**config.mk**
```make
export PLATFORM = sky130hd
export DESIGN_NAME = flag_shadow_restore_flat
export DESIGN_NICKNAME = d
export VERILOG_FILES = /design/src/rtl/flag_shadow_restore_if.sv /design/src/rtl/flag_shadow_restore.sv /design/src/flat_wrapper.sv
export SDC_FILE = /design/constraint.sdc
export NUM_CORES = 1
export LEC_CHECK = 0
export ABC_AREA = 0
export BUFFER_PORTS_ARGS = -buffer_cell sky130_fd_sc_hd__buf_2
export CAP_MARGIN = 20
export CORE_MARGIN = 10
export CORE_UTILIZATION = 50
export CTS_CLUSTER_DIAMETER = 40
export DETAILED_ROUTE_END_ITERATION = 8
export GPL_TIMING_DRIVEN = 0
export PLACE_DENSITY = 0.79
export SYNTH_ARGS = -nofsm -noshare
export SYNTH_HDL_FRONTEND = slang
export SYNTH_SLANG_ARGS = --single-unit
```
**constraint.sdc**
```tcl
create_clock -name clk -period 2.4 [get_ports clk]
set_clock_uncertainty 0.1 [all_clocks]
set_input_delay 0.36 -clock clk [delete_from_list [all_inputs] [get_ports clk]]
set_output_delay 0.36 -clock clk [all_outputs]
set_load 0.05 [all_outputs]
```
**src/rtl/flag_shadow_restore_if.sv**
```systemverilog
// Bus between the control unit (master) and the C/Z flag shadow stack (slave).
// PAR_ERR exists only when FLAG_SHADOW_PARITY_EN is defined.
interface flag_shadow_restore_if #(
   parameter int DEPTH = 4
);
   localparam int CNT_W = $clog2(DEPTH) + 1;

   logic             C_IN;
   logic             Z_IN;
   logic             FLG_SHAD_LD;
   logic             FLG_RESTORE;
   logic             ERR_CLR;
   logic             C_RESTORE;
   logic             Z_RESTORE;
   logic             RESTORE_VLD;
   logic [CNT_W-1:0] COUNT;
   logic             EMPTY;
   logic             FULL;
   logic             OVF_ERR;
   logic             UNF_ERR;
`ifdef FLAG_SHADOW_PARITY_EN
   logic             PAR_ERR;
`endif

   modport master (
      output C_IN, Z_IN, FLG_SHAD_LD, FLG_RESTORE, ERR_CLR,
      input  C_RESTORE, Z_RESTORE, RESTORE_VLD, COUNT, EMPTY, FULL,
`ifdef FLAG_SHADOW_PARITY_EN
      input  PAR_ERR,
`endif
      input  OVF_ERR, UNF_ERR
   );

   modport slave (
      input  C_IN, Z_IN, FLG_SHAD_LD, FLG_RESTORE, ERR_CLR,
      output C_RESTORE, Z_RESTORE, RESTORE_VLD, COUNT, EMPTY, FULL,
`ifdef FLAG_SHADOW_PARITY_EN
      output PAR_ERR,
`endif
      output OVF_ERR, UNF_ERR
   );
endinterface

```
**src/rtl/flag_shadow_restore.sv**
```systemverilog
// Nested-interrupt C/Z flag shadow stack. Interrupt entry pushes the live
// {C,Z}; RETID/RETIE pops the top entry and presents it, registered, to the
// flag registers with a one-cycle RESTORE_VLD pulse. The stack pointer is the
// occupancy counter itself.
// Optional macro FLAG_SHADOW_PARITY_EN: per-entry even parity, checked on pop,
// reported on sticky PAR_ERR.
module flag_shadow_restore #(
   parameter int DEPTH = 4
) (
   input logic                clk,
   input logic                RST_N,
   flag_shadow_restore_if.slave bus
);
   localparam int               CNT_W    = $clog2(DEPTH) + 1;
   localparam int               IDX_W    = $clog2(DEPTH);
   localparam logic [CNT_W-1:0] CNT_FULL = CNT_W'(DEPTH);

   logic [1:0]       stack_cz [DEPTH];
   logic [CNT_W-1:0] count;
   logic [CNT_W-1:0] count_nxt;
   logic             empty;
   logic             full;
   logic             push;
   logic             pop;
   logic             pop_ok;
   logic             push_new;
   logic             replace;
   logic             wr_en;
   logic             ovf_set;
   logic             unf_set;
   logic [IDX_W-1:0] top_idx;
   logic [IDX_W-1:0] wr_idx;
   logic             c_restore;
   logic             z_restore;
   logic             restore_vld;
   logic             ovf_err;
   logic             unf_err;
`ifdef FLAG_SHADOW_PARITY_EN
   logic             stack_par [DEPTH];
   logic             par_set;
   logic             par_err;
`endif

   // Strobe decode: classify the cycle as new push, top replace, pop, or error.
   always_comb begin
      push      = bus.FLG_SHAD_LD;
      pop       = bus.FLG_RESTORE;
      empty     = (count == '0);
      full      = (count == CNT_FULL);
      pop_ok    = pop & ~empty;
      // With a simultaneous pop, a push only grows the stack when nothing
      // could be popped; otherwise it overwrites the slot being popped.
      push_new  = push & (pop ? empty : ~full);
      replace   = push & pop_ok;
      wr_en     = push_new | replace;
      ovf_set   = push & ~pop & full;
      unf_set   = pop & empty;
      top_idx   = IDX_W'(count - 1'b1);
      wr_idx    = replace ? top_idx : IDX_W'(count);
      count_nxt = count;
      if (push_new) begin
         count_nxt = count + 1'b1;
      end else if (pop_ok && !push) begin
         count_nxt = count - 1'b1;
      end
`ifdef FLAG_SHADOW_PARITY_EN
      par_set   = pop_ok & (stack_par[top_idx] != ^stack_cz[top_idx]);
`endif
   end

   // Occupancy counter / stack pointer.
   always_ff @(posedge clk) begin
      if (!RST_N) begin
         count <= '0;
      end else begin
         count <= count_nxt;
      end
   end

   // Stack storage; contents are don't-care after reset so no reset term.
   always_ff @(posedge clk) begin
      if (wr_en) begin
         stack_cz[wr_idx] <= {bus.C_IN, bus.Z_IN};
`ifdef FLAG_SHADOW_PARITY_EN
         stack_par[wr_idx] <= bus.C_IN ^ bus.Z_IN;
`endif
      end
   end

   // Registered restore path: data holds unless a successful pop occurs.
   always_ff @(posedge clk) begin
      if (!RST_N) begin
         c_restore   <= 1'b0;
         z_restore   <= 1'b0;
         restore_vld <= 1'b0;
      end else begin
         restore_vld <= pop_ok;
         if (pop_ok) begin
            {c_restore, z_restore} <= stack_cz[top_idx];
         end
      end
   end

   // Sticky error flags; a new error in the same cycle beats ERR_CLR.
   always_ff @(posedge clk) begin
      if (!RST_N) begin
         ovf_err <= 1'b0;
         unf_err <= 1'b0;
      end else begin
         if (ovf_set) begin
            ovf_err <= 1'b1;
         end else if (bus.ERR_CLR) begin
            ovf_err <= 1'b0;
         end
         if (unf_set) begin
            unf_err <= 1'b1;
         end else if (bus.ERR_CLR) begin
            unf_err <= 1'b0;
         end
      end
   end

`ifdef FLAG_SHADOW_PARITY_EN
   // Sticky parity error, set on the same edge that raises RESTORE_VLD.
   always_ff @(posedge clk) begin
      if (!RST_N) begin
         par_err <= 1'b0;
      end else if (par_set) begin
         par_err <= 1'b1;
      end else if (bus.ERR_CLR) begin
         par_err <= 1'b0;
      end
   end
`endif

   // Output drive.
   always_comb begin
      bus.C_RESTORE   = c_restore;
      bus.Z_RESTORE   = z_restore;
      bus.RESTORE_VLD = restore_vld;
      bus.COUNT       = count;
      bus.EMPTY       = empty;
      bus.FULL        = full;
      bus.OVF_ERR     = ovf_err;
      bus.UNF_ERR     = unf_err;
`ifdef FLAG_SHADOW_PARITY_EN
      bus.PAR_ERR     = par_err;
`endif
   end
endmodule

```
**src/flat_wrapper.sv**
```systemverilog
// flat-port wrapper written by rule: the top's interface ports become plain ports
module flag_shadow_restore_flat 
#(
   parameter int DEPTH = 4
)
  (clk, RST_N, bus_C_IN, bus_Z_IN, bus_FLG_SHAD_LD, bus_FLG_RESTORE, bus_ERR_CLR, bus_C_RESTORE, bus_Z_RESTORE, bus_RESTORE_VLD, bus_COUNT, bus_EMPTY, bus_FULL, bus_OVF_ERR, bus_UNF_ERR);
  flag_shadow_restore_if #(.DEPTH(DEPTH)) bus_i ();
  input logic clk;
  input logic RST_N;
  input wire logic [$bits(bus_i.C_IN)-1:0] bus_C_IN;
  input wire logic [$bits(bus_i.Z_IN)-1:0] bus_Z_IN;
  input wire logic [$bits(bus_i.FLG_SHAD_LD)-1:0] bus_FLG_SHAD_LD;
  input wire logic [$bits(bus_i.FLG_RESTORE)-1:0] bus_FLG_RESTORE;
  input wire logic [$bits(bus_i.ERR_CLR)-1:0] bus_ERR_CLR;
  output wire logic [$bits(bus_i.C_RESTORE)-1:0] bus_C_RESTORE;
  output wire logic [$bits(bus_i.Z_RESTORE)-1:0] bus_Z_RESTORE;
  output wire logic [$bits(bus_i.RESTORE_VLD)-1:0] bus_RESTORE_VLD;
  output wire logic [$bits(bus_i.COUNT)-1:0] bus_COUNT;
  output wire logic [$bits(bus_i.EMPTY)-1:0] bus_EMPTY;
  output wire logic [$bits(bus_i.FULL)-1:0] bus_FULL;
  output wire logic [$bits(bus_i.OVF_ERR)-1:0] bus_OVF_ERR;
  output wire logic [$bits(bus_i.UNF_ERR)-1:0] bus_UNF_ERR;
  assign bus_i.C_IN = bus_C_IN;
  assign bus_i.Z_IN = bus_Z_IN;
  assign bus_i.FLG_SHAD_LD = bus_FLG_SHAD_LD;
  assign bus_i.FLG_RESTORE = bus_FLG_RESTORE;
  assign bus_i.ERR_CLR = bus_ERR_CLR;
  assign bus_C_RESTORE = bus_i.C_RESTORE;
  assign bus_Z_RESTORE = bus_i.Z_RESTORE;
  assign bus_RESTORE_VLD = bus_i.RESTORE_VLD;
  assign bus_COUNT = bus_i.COUNT;
  assign bus_EMPTY = bus_i.EMPTY;
  assign bus_FULL = bus_i.FULL;
  assign bus_OVF_ERR = bus_i.OVF_ERR;
  assign bus_UNF_ERR = bus_i.UNF_ERR;
  flag_shadow_restore #(.DEPTH(DEPTH)) u_core (.clk(clk), .RST_N(RST_N), .bus(bus_i));
endmodule
```
* Word-level counts from Yosys, hierarchy flattened
Memories as Yosys holds them, arrays and structs flattened. A register that Yosys moved wholly into a read port is not among the register bits.
Cells that the tools add are included.
** Cells by class
- Add/sub/neg operators :: 2
- Equality and inequality tests :: 1
- Muxes and demuxes :: 9
- Bitwise logic cells :: 10
- Reduce and logical (&&, ||, !) cells :: 7
** Operators by type and width (count)
- $and 1x1->1 :: 6
- $mux 1 :: 6
- $mux 3 :: 2
- $reduce_bool 2->1 :: 3
- $add 3x1->3 const B :: 1
- $eq 3x3->1 const B :: 1
- $logic_not 3->1 :: 1
- $not 1->1 :: 3
- $sub 3x1->3 const B :: 1
- $logic_not 1->1 :: 2
- $mux 2 :: 1
- $logic_and 1x1->1 :: 1
- $or 1x1->1 :: 1
** Storage, ports and cells
- Flip-flop bits (word level) :: 6
- Bits in writable memories :: 8
- Input bits :: 7
- Word-level logic and storage cells :: 34
- Memories kept :: 1
** Memories
- u_core.stack_cz :: words 4, width 2, read ports 1, clocked after memory_dff 1, wr ports 1, RTL line flag_shadow_restore.sv:18 : logic [1:0] stack_cz [DEPTH];

* Logic depth before layout (Yosys ltp)
Gate-level depths: netlist of the first run.
- Depth after elaboration :: 7
- Gate-level depth with buffers :: 7
- Gate-level depth less buffers :: 6

* Least setup slack after synthesis of the first run
OpenSTA, ideal clock, no wires.
- Kind :: reg2reg
- Start point :: register u_core.count[0] (netlist: u_core.bus.COUNT[0])
- End point :: memory u_core.stack_cz[2][0], enable pin
- Data arrival time :: 2.133 ns
- Setup slack :: -0.130 ns
- Cell stages (with the launch flop) :: 8
- Buffers on the path :: 1
- Cells stage by stage :: dfxtp_1 > buf_2 > inv_1 > ha_1 > nand2_1 > inv_1 > nor4_1 > o21a_1
** On the way
- Cells in the longest elaborated chain, start to end :: 7
- Elaborated cells between the ends (all ways) :: 13
- Classes of those cells :: 1 x add/sub; 1 x eq/ne; 4 x mux; 6 x bitwise; 1 x reduce/logical
** Ends and longest elaborated chain
- start, declared :: RTL line flag_shadow_restore.sv:19 : logic [CNT_W-1:0] count;
- start signal, assigned :: RTL line flag_shadow_restore.sv:76 : count <= count_nxt;
- $eq 3x3->1 :: RTL line flag_shadow_restore.sv:49 : full = (count == CNT_FULL);
- named net bus_FULL :: RTL line flat_wrapper.sv:20 : output wire logic [$bits(bus_i.FULL)-1:0] bus_FULL;
- $not 1->1 :: RTL line flag_shadow_restore.sv:53 : push_new = push & (pop ? empty : ~full);
- $mux 1 :: RTL line flag_shadow_restore.sv:53
- $and 1x1->1 :: RTL line flag_shadow_restore.sv:53
- $or 1x1->1 :: RTL line flag_shadow_restore.sv:55 : wr_en = push_new | replace;
- $mux 1 :: RTL line flag_shadow_restore.sv:82 : if (wr_en) begin
- $mux 1 (implied by the code) :: RTL line flag_shadow_restore.sv:83 : stack_cz[wr_idx] <= {bus.C_IN, bus.Z_IN};
- end, declared :: RTL line flag_shadow_restore.sv:18
The timed path passes the listed nets, and every way through them passes these cells.

* Worst setup path after layout of the first run
- Start point :: register u_core.count[0] (netlist: u_core.bus.COUNT[0])
- End point :: output port bus_EMPTY
** On the way
- Cells in the longest elaborated chain, start to end :: 1
** Ends and longest elaborated chain
- $logic_not 3->1 :: RTL line flag_shadow_restore.sv:48 : empty = (count == '0);
- end, declared :: RTL line flat_wrapper.sv:19 : output wire logic [$bits(bus_i.EMPTY)-1:0] bus_EMPTY;
No other way between the ends.

==> report_table.html, run 1 <==
<table>
<tr><th>Metric</th><th>Value</th></tr>
<tr><th colspan="2">Run</th></tr>
<tr><td>Max Cap Violations</td><td>0</td></tr>
<tr><th colspan="2">Drt</th></tr>
<tr><td>Post-DRT Antenna Nets</td><td>0</td></tr>
<tr><td>Number of vias per cell</td><td>5.78</td></tr>
<tr><td>DR WL/cell</td><td>14.7 um</td></tr>
<tr><td>Count of vias placed by the detailed router</td><td>682</td></tr>
<tr><td>Detailed route wirelength on metal3</td><td>145 um</td></tr>
<tr><td>Count of TritonRoute iterations in the first routing pass</td><td>4</td></tr>
<tr><td>Wirelength, routed</td><td>1.73 mm</td></tr>
<tr><td>Drt initial violations</td><td>18</td></tr>
<tr><td>Post-route DRC violation count</td><td>0</td></tr>
<tr><td>Met2 Routed Length</td><td>790 um</td></tr>
<tr><td>Topmost layer with routed signal wires</td><td>met4</td></tr>
<tr><td>Met1 wire length</td><td>755 um</td></tr>
<tr><th colspan="2">Place</th></tr>
<tr><td>Half-perimeter wire length after placement</td><td>1.29 mm</td></tr>
<tr><td>Quantity of I/O buffers inserted on ports</td><td>16</td></tr>
<tr><td>DP Area</td><td>956 sq um</td></tr>
<tr><td>RD Place Congestion</td><td>around 0.86</td></tr>
<tr><th colspan="2">Clocking</th></tr>
<tr><td>Clock root cell</td><td>sky130_fd_sc_hd__clkbuf_4</td></tr>
<tr><td>Number of clock sinks</td><td>16</td></tr>
<tr><td>H-Tree Depth</td><td>1</td></tr>
<tr><td>Postcts setup bufs</td><td>0</td></tr>
<tr><td>Clock tree from TritonCTS</td><td>yes</td></tr>
<tr><td>Num CTS Buffers</td><td>3</td></tr>
<tr><td>Clk Latency, worst-skew pair</td><td>around 300 ps</td></tr>
<tr><td>Max Buffers Root-to-Sink</td><td>2</td></tr>
<tr><td>Clock-pin slew of the registers on the worst-case setup and hold paths</td><td>100 ps</td></tr>
<tr><th colspan="2">STA</th></tr>
<tr><td>Least-Margin Pin Slew</td><td>293 ps</td></tr>
<tr><td>Setup total negative slack</td><td>0 ps</td></tr>
<tr><td>Fraction of the cycle the final worst path needs</td><td>0.936</td></tr>
<tr><td>Minimum clock period after layout</td><td>about 2200 ps</td></tr>
<tr><td>Setup repair after global routing missed its margin</td><td>no</td></tr>
<tr><td>Setup violations, final</td><td>0</td></tr>
<tr><td>Headroom to the max-slew limit</td><td>0.803</td></tr>
<tr><td>Highest clock frequency the design can meet</td><td>around 440 MHz</td></tr>
<tr><td>Max-slew violation count</td><td>0</td></tr>
<tr><td>Number of hold-slack violations in the final timing report</td><td>0</td></tr>
<tr><th colspan="2">Final layout</th></tr>
<tr><td>Layout fillers</td><td>127</td></tr>
<tr><td>Inserted Diodes</td><td>0</td></tr>
<tr><td>Layout cells sized above 1</td><td>0.275</td></tr>
<tr><td>Layout overhead on the synthesized area</td><td>16.4%</td></tr>
<tr><td>Post-route cell area</td><td>995 sq um</td></tr>
<tr><td>Number of nets in the final layout</td><td>113</td></tr>
<tr><th colspan="2">Synthesis</th></tr>
<tr><td>Number of standard cells after synthesis</td><td>82</td></tr>
<tr><td>Netlist cell types</td><td>33</td></tr>
<tr><td>Post-synth EDFFs</td><td>8</td></tr>
<tr><td>Dominant register cell in the synthesized netlist</td><td>sky130_fd_sc_hd__edfxtp_1</td></tr>
<tr><td>Proportion of synthesized flip-flops having asynchronous set or reset</td><td>0</td></tr>
<tr><td>Mapped Area</td><td>855 sq um</td></tr>
<tr><td>Average cell area after synthesis</td><td>10.4 sq um</td></tr>
<tr><td>Number of warnings reported in the yosys synthesis log</td><td>0</td></tr>
<tr><td>Syn_nets</td><td>92</td></tr>
<tr><td>Sequential share of the synthesized area</td><td>0.469</td></tr>
<tr><td>FF+latch count, synth</td><td>16</td></tr>
<tr><th colspan="2">Power and ir drop</th></tr>
<tr><td>Internal power</td><td>0.000638 W</td></tr>
<tr><td>Part of the total power dissipated in the clock network</td><td>0.129</td></tr>
<tr><td>Net switching power of the design</td><td>0.000517 W</td></tr>
<tr><td>Net switching fraction of the power</td><td>0.448</td></tr>
<tr><td>Worst vdd rail ir drop</td><td>roughly 640 uV</td></tr>
<tr><td>Total power of the final layout</td><td>0.00116 W</td></tr>
<tr><td>Static leakage power</td><td>0.422 nW</td></tr>
<tr><td>Proportion of power drawn by combinational gates</td><td>0.533</td></tr>
<tr><td>Relative contribution of sequential cells to total power</td><td>0.338</td></tr>
<tr><td>Power per Cell Area</td><td>1160 nW/um^2</td></tr>
<tr><th colspan="2">Setup path</th></tr>
<tr><td>Critical Path Start Type</td><td>flip-flop</td></tr>
<tr><td>Signal arrival time at the worst endpoint</td><td>1790 ps</td></tr>
<tr><td>Required time worst endpoint</td><td>1940 ps</td></tr>
<tr><td>Kind of critical path</td><td>reg -&gt; out</td></tr>
<tr><td>Endpoint type of the worst setup path</td><td>output pin</td></tr>
<tr><td>Critical-path maximum fanout</td><td>9</td></tr>
<tr><th colspan="2">Floorplanning</th></tr>
<tr><td>Overall die height</td><td>a little over 60 um</td></tr>
<tr><td>I/O Pins</td><td>17</td></tr>
<tr><td>Placement Rows</td><td>14</td></tr>
<tr><td>Die Footprint</td><td>3760 sq um</td></tr>
<tr><td>Width of the die</td><td>61.3 um</td></tr>
<tr><td>Initial core utilization</td><td>0.548</td></tr>
<tr><td>Core box area</td><td>1560 sq um</td></tr>
<tr><th colspan="2">GRT</th></tr>
<tr><td>Number of antenna violations at the first check in global routing</td><td>0</td></tr>
<tr><td>Gr ovfl total</td><td>0</td></tr>
<tr><td>Pin count of the biggest net entering global routing</td><td>11</td></tr>
<tr><td>Wire length of the first global-routing pass</td><td>2.93 mm</td></tr>
<tr><td>GRT Total Usage</td><td>0.104</td></tr>
<tr><td>Via count of the first global-routing pass</td><td>646</td></tr>
<tr><th colspan="2">Outcome</th></tr>
<tr><td>Outcome</td><td>complete, no violations</td></tr>
<tr><th colspan="2">Worst hold path</th></tr>
<tr><td>Worst min-delay path category</td><td>in -&gt; reg</td></tr>
</table>
==> registers in the layout, indices dropped and copies added (netlist names) <==
register,cells
u_core.bus.RESTORE_VLD,1
u_core.bus.COUNT,3
u_core.bus.Z_RESTORE,1
u_core.bus.UNF_ERR,1
u_core.bus.C_RESTORE,1
u_core.bus.OVF_ERR,1
u_core.stack_cz,8
==> power by group through the flow <==
stage,registers [W],logic [W],clock network [W]
after floorplan,0.000514,0.000349,0
after global placement,0.000395,0.000581,0
after CTS,0.000391,0.000590,0.000153
after global routing,0.000400,0.000673,0.000166
after detailed placement,0.000398,0.000588,0
final,0.000391,0.000616,0.000149
==> metrics by stage <==
| step | std cells | hold WS, ps | setup WS (ps) | utilization |
|---|---|---|---|---|
| 3_3_place_gp | 114 | 341 | 290 | 0.613 |
| 4_1_cts | 118 | 175 | 4.31 | 0.630 |
| 3_5_place_dp | 114 | 349 | 252 | 0.613 |
| 6_report | 118 | 183 | 153 | 0.638 |
| 5_1_grt | 118 | 176 | 17.1 | 0.638 |
| 2_1_floorplan | 82 | 359 | 8.09 | - |
==> kinds of logic (layout without fill, tap and decap cells) <==
group,after synthesis,after routing,share of synthesized area
AO/OA/AOI/OAI,14,14,0.120
XOR/XNOR,2,2,0.0205
adder cells (fa/ha/maj),3,3,0.0439
buffers and inverters,8,28,0.0395
flip-flops,16,16,0.469
multiplexers,4,4,0.0761
AND/OR/NAND/NOR,35,35,0.231
==> repair_timing <==
| item | 4_1_cts | 5_1_grt |
|---|---|---|
| hold endpoints to repair | 0 | 0 |
| hold buffers | 0 | 0 |
| endpoints found under the setup margin | 0 | 2 |
| gates resized for setup | 0 | 2 |
==> path summary, 6_finish.rpt <==
kind | from | endpoint | slack [ps] | cells past startpoint
setup / recovery | u_core.bus.COUNT[0] | bus_EMPTY | 150 | 6
setup reg to reg | u_core.bus.COUNT[0] | u_core.stack_cz[3][0] | 340 | 7
hold reg to reg | u_core.bus.Z_RESTORE | u_core.bus.Z_RESTORE | 360 | 2
hold / removal | bus_Z_IN | u_core.stack_cz[2][0] | 180 | 1
==> critical path, cell delays in order, from the launching register on <==
cell and delay, ps:
sky130_fd_sc_hd__dfxtp_2 340, sky130_fd_sc_hd__buf_2 170, sky130_fd_sc_hd__inv_1 240, sky130_fd_sc_hd__ha_4 240, sky130_fd_sc_hd__nand2b_1 140, sky130_fd_sc_hd__inv_1 100
sky130_fd_sc_hd__buf_2 260
==> cells in the mapped netlist (3+ instances only) <==
cell type / count / area, sq um
sky130_fd_sc_hd__inv_1: 5 / 18.8
sky130_fd_sc_hd__dfxtp_1: 8 / 160
sky130_fd_sc_hd__edfxtp_1: 8 / 240
sky130_fd_sc_hd__ha_1: 3 / 37.5
sky130_fd_sc_hd__and2_1: 6 / 37.5
sky130_fd_sc_hd__buf_2: 3 / 15.0
sky130_fd_sc_hd__nand2_1: 7 / 26.3
sky130_fd_sc_hd__o21ai_0: 3 / 15.0
sky130_fd_sc_hd__nor2b_1: 3 / 18.8
sky130_fd_sc_hd__nand3_1: 5 / 25.0
==> area by class of cell <==
cell class | instances | area (sq um) | area share
clock buffer | 3 | 22.5 | 0.0226
buffer | 3 | 15.0 | 0.0151
tap | 16 | 20.0 | 0.0201
sequential | 16 | 402 | 0.404
multi-input combinational | 58 | 433 | 0.435
clock inverter | 1 | 3.75 | 0.00377
timing repair buffer | 16 | 80.1 | 0.0805
inverter | 5 | 18.8 | 0.0189
==> placed cells by master (no fill, tap or decap), types with 2 or more instances in the layout <==
cell	Yosys	layout
sky130_fd_sc_hd__buf_2	3	19
sky130_fd_sc_hd__edfxtp_1	8	8
sky130_fd_sc_hd__nand2_1	7	7
sky130_fd_sc_hd__dfxtp_1	8	7
sky130_fd_sc_hd__and2_1	6	6
sky130_fd_sc_hd__inv_1	5	5
sky130_fd_sc_hd__nand3_1	5	5
sky130_fd_sc_hd__o21ai_0	3	3
sky130_fd_sc_hd__nor2b_1	3	3
sky130_fd_sc_hd__clkbuf_4	0	3
sky130_fd_sc_hd__nand2b_1	2	2
sky130_fd_sc_hd__mux2i_1	2	2
sky130_fd_sc_hd__mux4_2	2	2
sky130_fd_sc_hd__nor2_1	2	2
sky130_fd_sc_hd__and2b_1	2	2
sky130_fd_sc_hd__a21oi_1	2	2
sky130_fd_sc_hd__xnor2_1	2	2
sky130_fd_sc_hd__o211ai_1	2	2
sky130_fd_sc_hd__ha_1	3	2
==> metal layers <==
metal | track usage | vias up
met5 | 0 | -
met4 | 0.0669 | 0
met3 | 0.0185 | 5
met2 | 0.164 | 28
met1 | 0.127 | 309
li1 | - | 340
Power figures use the tool's default switching activity.
==> run 2: changes to the inputs <==
- CORE_UTILIZATION: 50 -> 52
- PLACE_DENSITY: 0.79 -> 0.81
==> report_table.html, run 2 (synthesis gave the netlist of run 1 again) <==
<table>
<tr><th>Metric</th><th>Value</th></tr>
<tr><th colspan="2">Outcome</th></tr>
<tr><td>Outcome</td><td>complete, no violations</td></tr>
<tr><th colspan="2">Drt</th></tr>
<tr><td>Post-DRT Antenna Nets</td><td>0</td></tr>
<tr><td>Count of vias placed by the detailed router</td><td>695</td></tr>
<tr><td>DR WL/cell</td><td>about 16 um</td></tr>
<tr><td>Drt initial violations</td><td>19</td></tr>
<tr><td>Post-route DRC violation count</td><td>0</td></tr>
<tr><td>Count of TritonRoute iterations in the first routing pass</td><td>4</td></tr>
<tr><td>Wirelength, routed</td><td>1.87 mm</td></tr>
<tr><td>Number of vias per cell</td><td>between 5 and 6</td></tr>
<tr><th colspan="2">Final layout</th></tr>
<tr><td>Number of nets in the final layout</td><td>113</td></tr>
<tr><td>Max reg flops</td><td>8</td></tr>
<tr><td>Largest register by flop count</td><td>u_core.stack_cz</td></tr>
<tr><td>Highest-count cells in the layout ignoring fill and taps</td><td>sky130_fd_sc_hd__buf_2 (19), sky130_fd_sc_hd__edfxtp_1 (8), sky130_fd_sc_hd__nand2_1 (7), sky130_fd_sc_hd__dfxtp_1 (7), sky130_fd_sc_hd__and2_1 (6)</td></tr>
<tr><td>Core Util, Final</td><td>0.653</td></tr>
<tr><td>FF/Latch Area</td><td>about 400 sq um</td></tr>
<tr><td>Layout fillers</td><td>between 100 and 150</td></tr>
<tr><td>Layout cells sized above 1</td><td>0.284</td></tr>
<tr><td>Layout overhead on the synthesized area</td><td>16.4%</td></tr>
<tr><td>Most frequent standard cell in the layout excluding fill and tap cells</td><td>sky130_fd_sc_hd__buf_2</td></tr>
<tr><td>Inserted Diodes</td><td>0</td></tr>
<tr><td>Area of combinational cells with multiple inputs</td><td>between 400 and 500 sq um</td></tr>
<tr><th colspan="2">Setup path</th></tr>
<tr><td>Kind of critical path</td><td>reg -&gt; out</td></tr>
<tr><td>Critical Path Start Type</td><td>flip-flop</td></tr>
<tr><td>Reg2reg end</td><td>u_core.stack_cz[1][0]</td></tr>
<tr><td>Slack of the worst reg-to-reg path</td><td>300 ps</td></tr>
<tr><td>Worst setup path endpoint</td><td>bus_FULL</td></tr>
<tr><td>Startpoint of the most critical setup path</td><td>u_core.bus.COUNT[0]</td></tr>
<tr><td>Required time worst endpoint</td><td>1940 ps</td></tr>
<tr><td>Critical-path maximum fanout</td><td>9</td></tr>
<tr><td>Worst path max stage delay</td><td>340 ps</td></tr>
<tr><td>Worst-path cell with the longest stage delay</td><td>sky130_fd_sc_hd__dfxtp_2</td></tr>
<tr><td>Worst-case reg-to-reg path depth</td><td>7</td></tr>
<tr><td>Signal arrival time at the worst endpoint</td><td>1820 ps</td></tr>
<tr><td>Endpoint type of the worst setup path</td><td>output pin</td></tr>
<tr><td>Critical register-to-register path startpoint</td><td>u_core.bus.COUNT[0]</td></tr>
<tr><td>Cells traversed along the worst timing path</td><td>buf_2 &gt; inv_1 &gt; ha_2 &gt; nand2_1 &gt; inv_1 &gt; buf_2</td></tr>
<tr><th colspan="2">Clocking</th></tr>
<tr><td>Clock tree from TritonCTS</td><td>yes</td></tr>
<tr><td>Clock-pin slew of the registers on the worst-case setup and hold paths</td><td>90 ps</td></tr>
<tr><td>Number of clock sinks</td><td>16</td></tr>
<tr><td>Num CTS Buffers</td><td>3</td></tr>
<tr><td>Clock root cell</td><td>sky130_fd_sc_hd__clkbuf_4</td></tr>
<tr><td>Max Buffers Root-to-Sink</td><td>2</td></tr>
<tr><td>Postcts setup bufs</td><td>0</td></tr>
<tr><td>Clk Latency, worst-skew pair</td><td>between 200 and 300 ps</td></tr>
<tr><td>H-Tree Depth</td><td>1</td></tr>
<tr><td>Post_cts resized</td><td>0</td></tr>
<tr><td>Hold bufs inserted after CTS</td><td>0</td></tr>
<tr><th colspan="2">GRT</th></tr>
<tr><td>Gr ovfl total</td><td>0</td></tr>
<tr><td>Pin count of the biggest net entering global routing</td><td>11</td></tr>
<tr><td>Wire length of the first global-routing pass</td><td>3.03 mm</td></tr>
<tr><td>GRT Total Usage</td><td>0.107</td></tr>
<tr><td>Via count of the first global-routing pass</td><td>693</td></tr>
<tr><td>Number of antenna violations at the first check in global routing</td><td>0</td></tr>
<tr><th colspan="2">STA</th></tr>
<tr><td>Minimum clock period after layout</td><td>2280 ps</td></tr>
<tr><td>Least-Margin Pin Slew</td><td>265 ps</td></tr>
<tr><td>Setup repair after global routing missed its margin</td><td>no</td></tr>
<tr><td>Setup violations, final</td><td>0</td></tr>
<tr><td>Fraction of the cycle the final worst path needs</td><td>0.948</td></tr>
<tr><td>Number of hold-slack violations in the final timing report</td><td>0</td></tr>
<tr><td>Highest clock frequency the design can meet</td><td>440 MHz</td></tr>
<tr><td>Post-route setup slack</td><td>125 ps</td></tr>
<tr><td>Headroom to the max-slew limit</td><td>0.822</td></tr>
<tr><td>Max-slew violation count</td><td>0</td></tr>
<tr><td>Setup total negative slack</td><td>0 ps</td></tr>
<tr><th colspan="2">Place</th></tr>
<tr><td>Worst Setup Slack post-DPL</td><td>247 ps</td></tr>
<tr><td>RD Place Congestion</td><td>0.882</td></tr>
<tr><td>Quantity of I/O buffers inserted on ports</td><td>16</td></tr>
<tr><td>Half-perimeter wire length after placement</td><td>around 1.5 mm</td></tr>
<tr><th colspan="2">Floorplanning</th></tr>
<tr><td>Placement Rows</td><td>14</td></tr>
<tr><td>I/O Pins</td><td>17</td></tr>
<tr><td>Overall die height</td><td>around 61 um</td></tr>
<tr><td>Initial core utilization</td><td>0.561</td></tr>
<tr><td>Core box area</td><td>around 1500 sq um</td></tr>
<tr><td>Width of the die</td><td>60.5 um</td></tr>
<tr><td>Die Footprint</td><td>about 3700 sq um</td></tr>
<tr><th colspan="2">Run</th></tr>
<tr><td>Max Cap Violations</td><td>0</td></tr>
<tr><th colspan="2">Worst hold path</th></tr>
<tr><td>Worst min-delay path category</td><td>in -&gt; reg</td></tr>
<tr><th colspan="2">Power and ir drop</th></tr>
<tr><td>Power per Cell Area</td><td>1180 nW/um^2</td></tr>
<tr><td>Static leakage power</td><td>0.425 nW</td></tr>
<tr><td>Worst vdd rail ir drop</td><td>678 uV</td></tr>
</table>
-- run 2: layout make-up --
type / instances / area share
Sequential cell: 16 / 0.404
Tap cell: 16 / 0.0201
Multi-Input combinational cell: 58 / 0.425
Clock buffer: 4 / 0.0365
Inverter: 5 / 0.0189
Buffer: 3 / 0.0151
Timing Repair Buffer: 16 / 0.0805
-- run 2: worst min-delay path by stage --
stage	startpoint	to	slack, ps	cells past startpoint
floorplan	bus_Z_IN	u_core.stack_cz[0][0]	360	0
global placement	u_core.bus.C_RESTORE	u_core.bus.C_RESTORE	340	2
detailed placement	u_core.bus.C_RESTORE	u_core.bus.C_RESTORE	360	2
CTS	bus_Z_IN	u_core.stack_cz[2][0]	180	1
global route	bus_Z_IN	u_core.stack_cz[2][0]	180	1
finish	bus_Z_IN	u_core.stack_cz[2][0]	190	1
-- run 2: report_power, final --
group	leakage, nW	internal (W)	switching [W]
Combinational	0.265	0.000204	0.000400
Sequential	0.139	0.000358	0.0000358
Clock	0.0210	0.0000924	0.0000834
Total	0.425	0.000654	0.000519
-- run 2: routing by layer --
metal	vias to the layer above	GRT usage	part of all wire
met3	0	0.0522	0.11
li1	336	-	-
met5	-	0	0
met1	332	0.107	0.38
met4	0	0.0282	0
met2	27	0.194	0.51
-- run 2: metrics by stage --
stage	hold slack [ps]	std cells	power (W)	instance area [sq um]
final	187	118	0.00117	995
after global routing	181	118	0.00124	995
after CTS	183	118	0.00117	992
after detailed placement	362	114	0.000995	956
after global placement	340	114	0.000976	956
after floorplan	359	82	0.000863	856
-- run 2: critical path: cells and delay by family (launching register included) --
| family | cells | cell delay (ps) |
|---|---|---|
| fa+ha+maj | 1 | 320 |
| buf+inv | 4 | 730 |
| flops | 1 | 340 |
| simple gates | 1 | 140 |
